[config.mk]
export PLATFORM = sky130hd
export DESIGN_NAME = double_adder_arbiter
export DESIGN_NICKNAME = d
export VERILOG_FILES = /design/src/rtl/double_pkg.sv /design/src/rtl/rr_arbiter.sv /design/src/rtl/double_adder_arbiter.sv
export SDC_FILE = /design/constraint.sdc
export NUM_CORES = 1
export LEC_CHECK = 0
export CAP_MARGIN = 5
export CORE_AREA = 4 4 302 304
export CTS_CLUSTER_SIZE = 25
export DETAILED_ROUTE_END_ITERATION = 6
export DIE_AREA = 0 0 306 308
export DONT_BUFFER_PORTS = 1
export GPL_TIMING_DRIVEN = 1
export HOLD_SLACK_MARGIN = 0.1
export PLACE_DENSITY = 0.38
export SYNTH_ARGS = -nofsm -noshare
export SYNTH_HDL_FRONTEND = slang
export SYNTH_SLANG_ARGS = --single-unit
export TNS_END_PERCENT = 10
[constraint.sdc]
create_clock -name clk -period 8.35 [get_ports clk]
set_clock_uncertainty 0.15 [all_clocks]
set_input_delay 0.835 -clock clk [delete_from_list [all_inputs] [get_ports clk]]
set_output_delay 0.835 -clock clk [all_outputs]
set_load 0.01 [all_outputs]
[src/rtl/double_pkg.sv]
// ---------------------------------------------------------------------------
// double_pkg: shared types and constants for the double-precision blocks. Rev 1.0
// ---------------------------------------------------------------------------
`default_nettype none

package double_pkg;

  localparam logic [63:0] QNAN = 64'h7FF8_0000_0000_0000;

  typedef logic [63:0] operand_t;

  typedef enum logic [1:0] {
    ST_IDLE    = 2'd0,
    ST_BUSY    = 2'd1,
    ST_RELEASE = 2'd2,
    ST_RESPOND = 2'd3
  } arb_state_e;

endpackage

`default_nettype wire

[src/rtl/rr_arbiter.sv]
// ---------------------------------------------------------------------------
// rr_arbiter: combinational round-robin pick, scanning upward from last_grant+1. Rev 1.0
// ---------------------------------------------------------------------------
`default_nettype none

module rr_arbiter #(
  parameter int NUM_REQ = 4,
  parameter int IDX_W   = (NUM_REQ > 1) ? $clog2(NUM_REQ) : 1
) (
  input  logic [NUM_REQ-1:0] req_i,
  input  logic [IDX_W-1:0]   last_grant_i,
  output logic [NUM_REQ-1:0] grant_o,
  output logic [IDX_W-1:0]   grant_idx_o,
  output logic               any_o
);

  localparam logic [IDX_W:0] C_NUM = (IDX_W+1)'(NUM_REQ);

  // One spare bit so last_grant + offset never overflows before the wrap.
  logic [IDX_W:0] w_idx;

  always_comb begin
    grant_o     = '0;
    grant_idx_o = '0;
    any_o       = 1'b0;
    w_idx       = '0;
    for (int k = 1; k <= NUM_REQ; k++) begin
      w_idx = {1'b0, last_grant_i} + (IDX_W+1)'(k);
      if (w_idx >= C_NUM) begin
        w_idx = w_idx - C_NUM;
      end
      if (!any_o && req_i[w_idx[IDX_W-1:0]]) begin
        any_o                         = 1'b1;
        grant_o[w_idx[IDX_W-1:0]]     = 1'b1;
        grant_idx_o                   = w_idx[IDX_W-1:0];
      end
    end
  end

endmodule

`default_nettype wire

[src/rtl/double_adder_arbiter.sv]
// ---------------------------------------------------------------------------
// double_adder_arbiter: shares one four-phase double adder among NUM_REQ requesters. Rev 1.0
// ---------------------------------------------------------------------------
`default_nettype none

module double_adder_arbiter
  import double_pkg::*;
#(
  parameter int NUM_REQ = 4,
  parameter int TIMEOUT = 256
) (
  input  logic                  clk,
  input  logic                  rst_n,
  input  logic                  clk_en_i,
  input  logic [NUM_REQ-1:0]    req_valid_i,
  input  logic [NUM_REQ*64-1:0] req_a_i,
  input  logic [NUM_REQ*64-1:0] req_b_i,
  output logic [NUM_REQ-1:0]    req_ready_o,
  output logic [NUM_REQ-1:0]    resp_valid_o,
  input  logic [NUM_REQ-1:0]    resp_ready_i,
  output logic [63:0]           resp_z_o,
  output logic                  resp_err_o,
  output logic                  add_compute_o,
  output logic [63:0]           add_a_o,
  output logic [63:0]           add_b_o,
  input  logic [63:0]           add_z_i,
  input  logic                  add_complete_i
);

  localparam int IDX_W = (NUM_REQ > 1) ? $clog2(NUM_REQ) : 1;
  localparam int CNT_W = $clog2(TIMEOUT);
  localparam logic [CNT_W-1:0] C_CNT_LAST = CNT_W'(TIMEOUT - 1);
  localparam logic [IDX_W-1:0] C_LAST_INIT = IDX_W'(NUM_REQ - 1);

  arb_state_e           state_q;
  logic [IDX_W-1:0]     owner_q;
  logic [NUM_REQ-1:0]   owner_oh_q;
  logic [IDX_W-1:0]     last_grant_q;
  logic [CNT_W-1:0]     wdog_q;
  operand_t             add_a_q;
  operand_t             add_b_q;
  operand_t             resp_z_q;
  logic                 resp_err_q;

  logic [NUM_REQ-1:0]   grant;
  logic [IDX_W-1:0]     grant_idx;
  logic                 grant_any;
  operand_t             sel_a;
  operand_t             sel_b;
  logic                 owner_ack;

  rr_arbiter #(
    .NUM_REQ (NUM_REQ),
    .IDX_W   (IDX_W)
  ) u_rr_arbiter (
    .req_i        (req_valid_i),
    .last_grant_i (last_grant_q),
    .grant_o      (grant),
    .grant_idx_o  (grant_idx),
    .any_o        (grant_any)
  );

  // The grant is one-hot, so an AND-OR mux picks the winner's operands.
  always_comb begin
    sel_a = '0;
    sel_b = '0;
    for (int i = 0; i < NUM_REQ; i++) begin
      if (grant[i]) begin
        sel_a = sel_a | req_a_i[i*64 +: 64];
        sel_b = sel_b | req_b_i[i*64 +: 64];
      end
    end
  end

  assign owner_ack     = |(resp_ready_i & owner_oh_q);
  assign req_ready_o   = (clk_en_i && state_q == ST_IDLE) ? grant : '0;
  assign resp_valid_o  = (clk_en_i && state_q == ST_RESPOND) ? owner_oh_q : '0;
  assign add_compute_o = (state_q == ST_BUSY);
  assign add_a_o       = add_a_q;
  assign add_b_o       = add_b_q;
  assign resp_z_o      = resp_z_q;
  assign resp_err_o    = resp_err_q;

  always_ff @(posedge clk or negedge rst_n) begin
    if (!rst_n) begin
      state_q      <= ST_IDLE;
      owner_q      <= '0;
      owner_oh_q   <= '0;
      last_grant_q <= C_LAST_INIT;
      wdog_q       <= '0;
      add_a_q      <= '0;
      add_b_q      <= '0;
      resp_z_q     <= '0;
      resp_err_q   <= 1'b0;
    end else if (clk_en_i) begin
      case (state_q)
        ST_IDLE: begin
          if (grant_any) begin
            add_a_q    <= sel_a;
            add_b_q    <= sel_b;
            owner_q    <= grant_idx;
            owner_oh_q <= grant;
            wdog_q     <= '0;
            state_q    <= ST_BUSY;
          end
        end
        ST_BUSY: begin
          // Completion is checked first so it wins a tie with the watchdog.
          if (add_complete_i) begin
            resp_z_q   <= add_z_i;
            resp_err_q <= 1'b0;
            state_q    <= ST_RELEASE;
          end else if (wdog_q == C_CNT_LAST) begin
            resp_z_q   <= QNAN;
            resp_err_q <= 1'b1;
            state_q    <= ST_RELEASE;
          end else begin
            wdog_q <= wdog_q + 1'b1;
          end
        end
        ST_RELEASE: begin
          if (!add_complete_i) begin
            state_q <= ST_RESPOND;
          end
        end
        ST_RESPOND: begin
          if (owner_ack) begin
            last_grant_q <= owner_q;
            state_q      <= ST_IDLE;
          end
        end
        default: state_q <= ST_IDLE;
      endcase
    end
  end

endmodule

`default_nettype wire

==> flow_summary_export.csv <==
group,metric,value,unit
synthesis,yosysTopAreaCell,"dfrtp_1",
global_route,grt_start_max_net_pins,212,
clocking,clkSinkCount,211,
sta,tns,0,ps
floorplan,die_area,94200,um2
setup_path,crit_type,"reg2out",
routing,drt_iter0_markers,2180,
clocking,cts_resized,0,
global_route,grt_pass1_wl,132,mm
synthesis,synthTopCellsByArea,"dfrtp_1 (33%), a32oi_1 (14%), a22oi_1 (12%)",
setup_path,cp.arrival,4420,ps
routing,drt-total-wl,93.9,mm
run,maxCapViolations,0,
routing,detail_route.wl_per_cell,31.7,um
floorplan,die_h,308,um
setup_path,crit_family,"simple AND/OR/NAND/NOR gates",
sta,fin_crit_sh,64.7,%
clocking,insertion_delay,630,ps
synthesis,ys_types,49,
clocking,root_buffer,"clkbuf_16",
synthesis,syn-instance-count,1950,
synthesis,netlist_area,15700,um2
power,power.leakage,6.13,nW
synthesis,synth_fp_nets,2550,
place,place_congestion,0.829,
finish,num-nets-final,2369,
sta,setup_viol,0,
finish,final_cells,2964,
power,ir_worst_vdd,0.000333,V
synthesis,yosys_warnings,0,
outcome,status,"finished with violations",
global_route,grt-ovfl-total,0,
outcome,failed_checks,"DRC",
clocking,htreeDepth,1,
clocking,cts_tree,"done",
setup_path,crit_fanout,43,
setup_path,crit_required,7360,ps
clocking,cts_buffer_depth,3,
sta,maxSlewViolCount,0,
setup_path,setup.worst_path.end_class,"output pin",
floorplan,start_util,17.8,%
routing,viasPerCell,6.07,
floorplan,core_area,88200,um2
power,powerDensity,541,nW/um2
routing,route.detailed.drc,2,
routing,ant_nets,0,
floorplan,die_w,306,um
sta,clock.fmax,185,MHz
synthesis,syn_area_per_cell,8.06,um2
place,placed_cells,2901,
clocking,clkTransAtPathRegs,70,ps
synthesis,synthFlopType,"dfrtp_1",
place,portBuffers,0,
setup_path,max_stage_delay,830,ps
synthesis,async_flop_share,100,%
sta,slew_headroom,11.0,%
routing,dr.pass1.iters,7,
setup_path,path_cells,"inv_1 > ha_1 > mux4_2 > nand2b_4 > a22oi_1 > nor2_1",
finish,drive_gt1_share,5.97,%
synthesis,synth_seq_cells,211,
synthesis,synth_common_cells,"a22oi_1 (261), a32oi_1 (254), dfrtp_1 (209)",
clocking,postCtsSetupBuffers,0,
hold_path,hold_class,"in2async",
setup_path,critPathLaunchType,"flop",
synthesis,synthMostInstantiatedCell,"a22oi_1",
synthesis,netlist.area_leader.share,33.3,%
global_route,antenna_found_initial,5,
sta,rsz0062_at_grt,"no",
place,hpwl,60.5,mm
setup_path,critical-path-slowest-cell,"dfstp_2",
sta,final.min_clock_period,5400,ps
setup_path,cp.buffers_inverters,1,
routing,vias,18001,
sta,tightest_slew,1330,ps
global_route,grt_pass1_vias,17801,
finish,area_delta_synth_final,12.2,%
global_route,grt_util_all_layers,18.2,%
sta,finalHoldViolations,0,
floorplan,pin_count,790,
synthesis,ys_seq_area_share,33.6,%
floorplan,rows,109,
synthesis,synth-edff-count,0,
clocking,cts_made_buffers,30,
layer usage:
layer / vias up / share of wire, % / global-route usage (%)
li1: 7314 / - / -
met1: 9031 / 35 / 20.7
met2: 1440 / 49 / 31.9
met3: 216 / 11 / 5.75
met4: 0 / 4.4 / 6.80
met5: - / 0 / 0
final timing paths:
check | from | to | slack (ps) | depth (start not counted)
min in group clk | add_complete_i | resp_z_o[58]$_DFFE_PN0P_ | 160 | 1
max | last_grant_q[0]$_DFFE_PN1P_ | req_ready_o[2] | 2950 | 6
max reg2reg | last_grant_q[0]$_DFFE_PN1P_ | add_b_o[55]$_DFFE_PN0P_ | 3270 | 8
min reg2reg | owner_q[0]$_DFFE_PN0P_ | owner_q[0]$_DFFE_PN0P_ | 340 | 2
min | rst_n | add_b_o[50]$_DFFE_PN0P_ | 140 | 1
max in group asynchronous | rst_n | resp_z_o[34]$_DFFE_PN0P_ | 6860 | 1
worst reg2reg max path, stage by stage (launching register included):
cell	delay, ps
dfstp_2	830
inv_1	290
ha_1	480
mux4_2	680
a211o_4	520
buf_4	700
buf_4	780
a32oi_1	310
a31oi_1	220
where the power goes:
part / switching, mW / internal, mW
clock network: 0.590 / 0.811
registers: 0.730 / 1.51
logic: 4.18 / 1.73
state kept, by name, summed over array words and instances (netlist names):
register / count
owner_q: 2
resp_err_o: 1
owner_oh_q: 4
add_a_o: 64
last_grant_q: 2
add_b_o: 64
resp_z_o: 64
state_q: 2
wdog_q: 8
cell type report:
class | count | area [um2]
well taps | 1165 | 1460
clock inverters | 15 | 196
diodes | 6 | 15.0
fillers | 9774 | 70600
clock buffers | 41 | 852
flip-flops and latches | 211 | 5280
inverters | 20 | 75.1
multi-input cells | 1480 | 9520
repair buffers | 26 | 240
per-stage QoR:
step                power, mW  util (%)  cell area [um2]  hold slack, ps  worst slack, ps
CTS                      9.52      20.0            17600             109             2880
detailed placement       8.04      18.8            16500             329             3330
finish                   9.54      20.0            17600             144             2950
global placement         7.95      18.8            16500             326             3420
global route             10.1      20.0            17600             121             2730
floorplan                6.00         -            15700             300             4320
logic make-up after synthesis:
family	synth area share, %
AOI/OAI and AO/OA	38.4
and+or+nand+nor	19.0
buffers and inverters	6.72
DFF	33.6
muxes	1.24
adders and majority gates	0.955
xor gates and xnor gates	0.0557
repair_timing:
| item | in CTS | in global routing |
|---|---|---|
| hold buffers | 1 | 0 |
| setup endpoints to repair | 0 | 0 |
| hold endpoints to repair | 211 | 0 |
layout by cell type, fill, tap and decap left out, types with 4 or more instances in the layout:
cell type / Yosys / layout
o21ai_0: 9 / 9
mux2i_1: 6 / 6
a32oi_1: 254 / 254
nand2_1: 123 / 122
nand3b_1: 5 / 5
ha_4: 0 / 4
clkbuf_1: 169 / 5
clkbuf_8: 0 / 6
and3_1: 7 / 6
diode_2: 0 / 6
inv_1: 20 / 20
nand3_1: 187 / 186
ha_1: 12 / 8
nand2b_1: 9 / 6
and2_1: 130 / 130
clkinv_2: 0 / 4
a31oi_1: 140 / 140
nor2_1: 152 / 152
buf_4: 0 / 23
dfrtp_1: 209 / 209
a21oi_1: 138 / 137
clkinvlp_4: 0 / 4
a22oi_1: 261 / 261
clkbuf_16: 0 / 30
o22ai_1: 6 / 6
(Power assumes the default switching activity.)
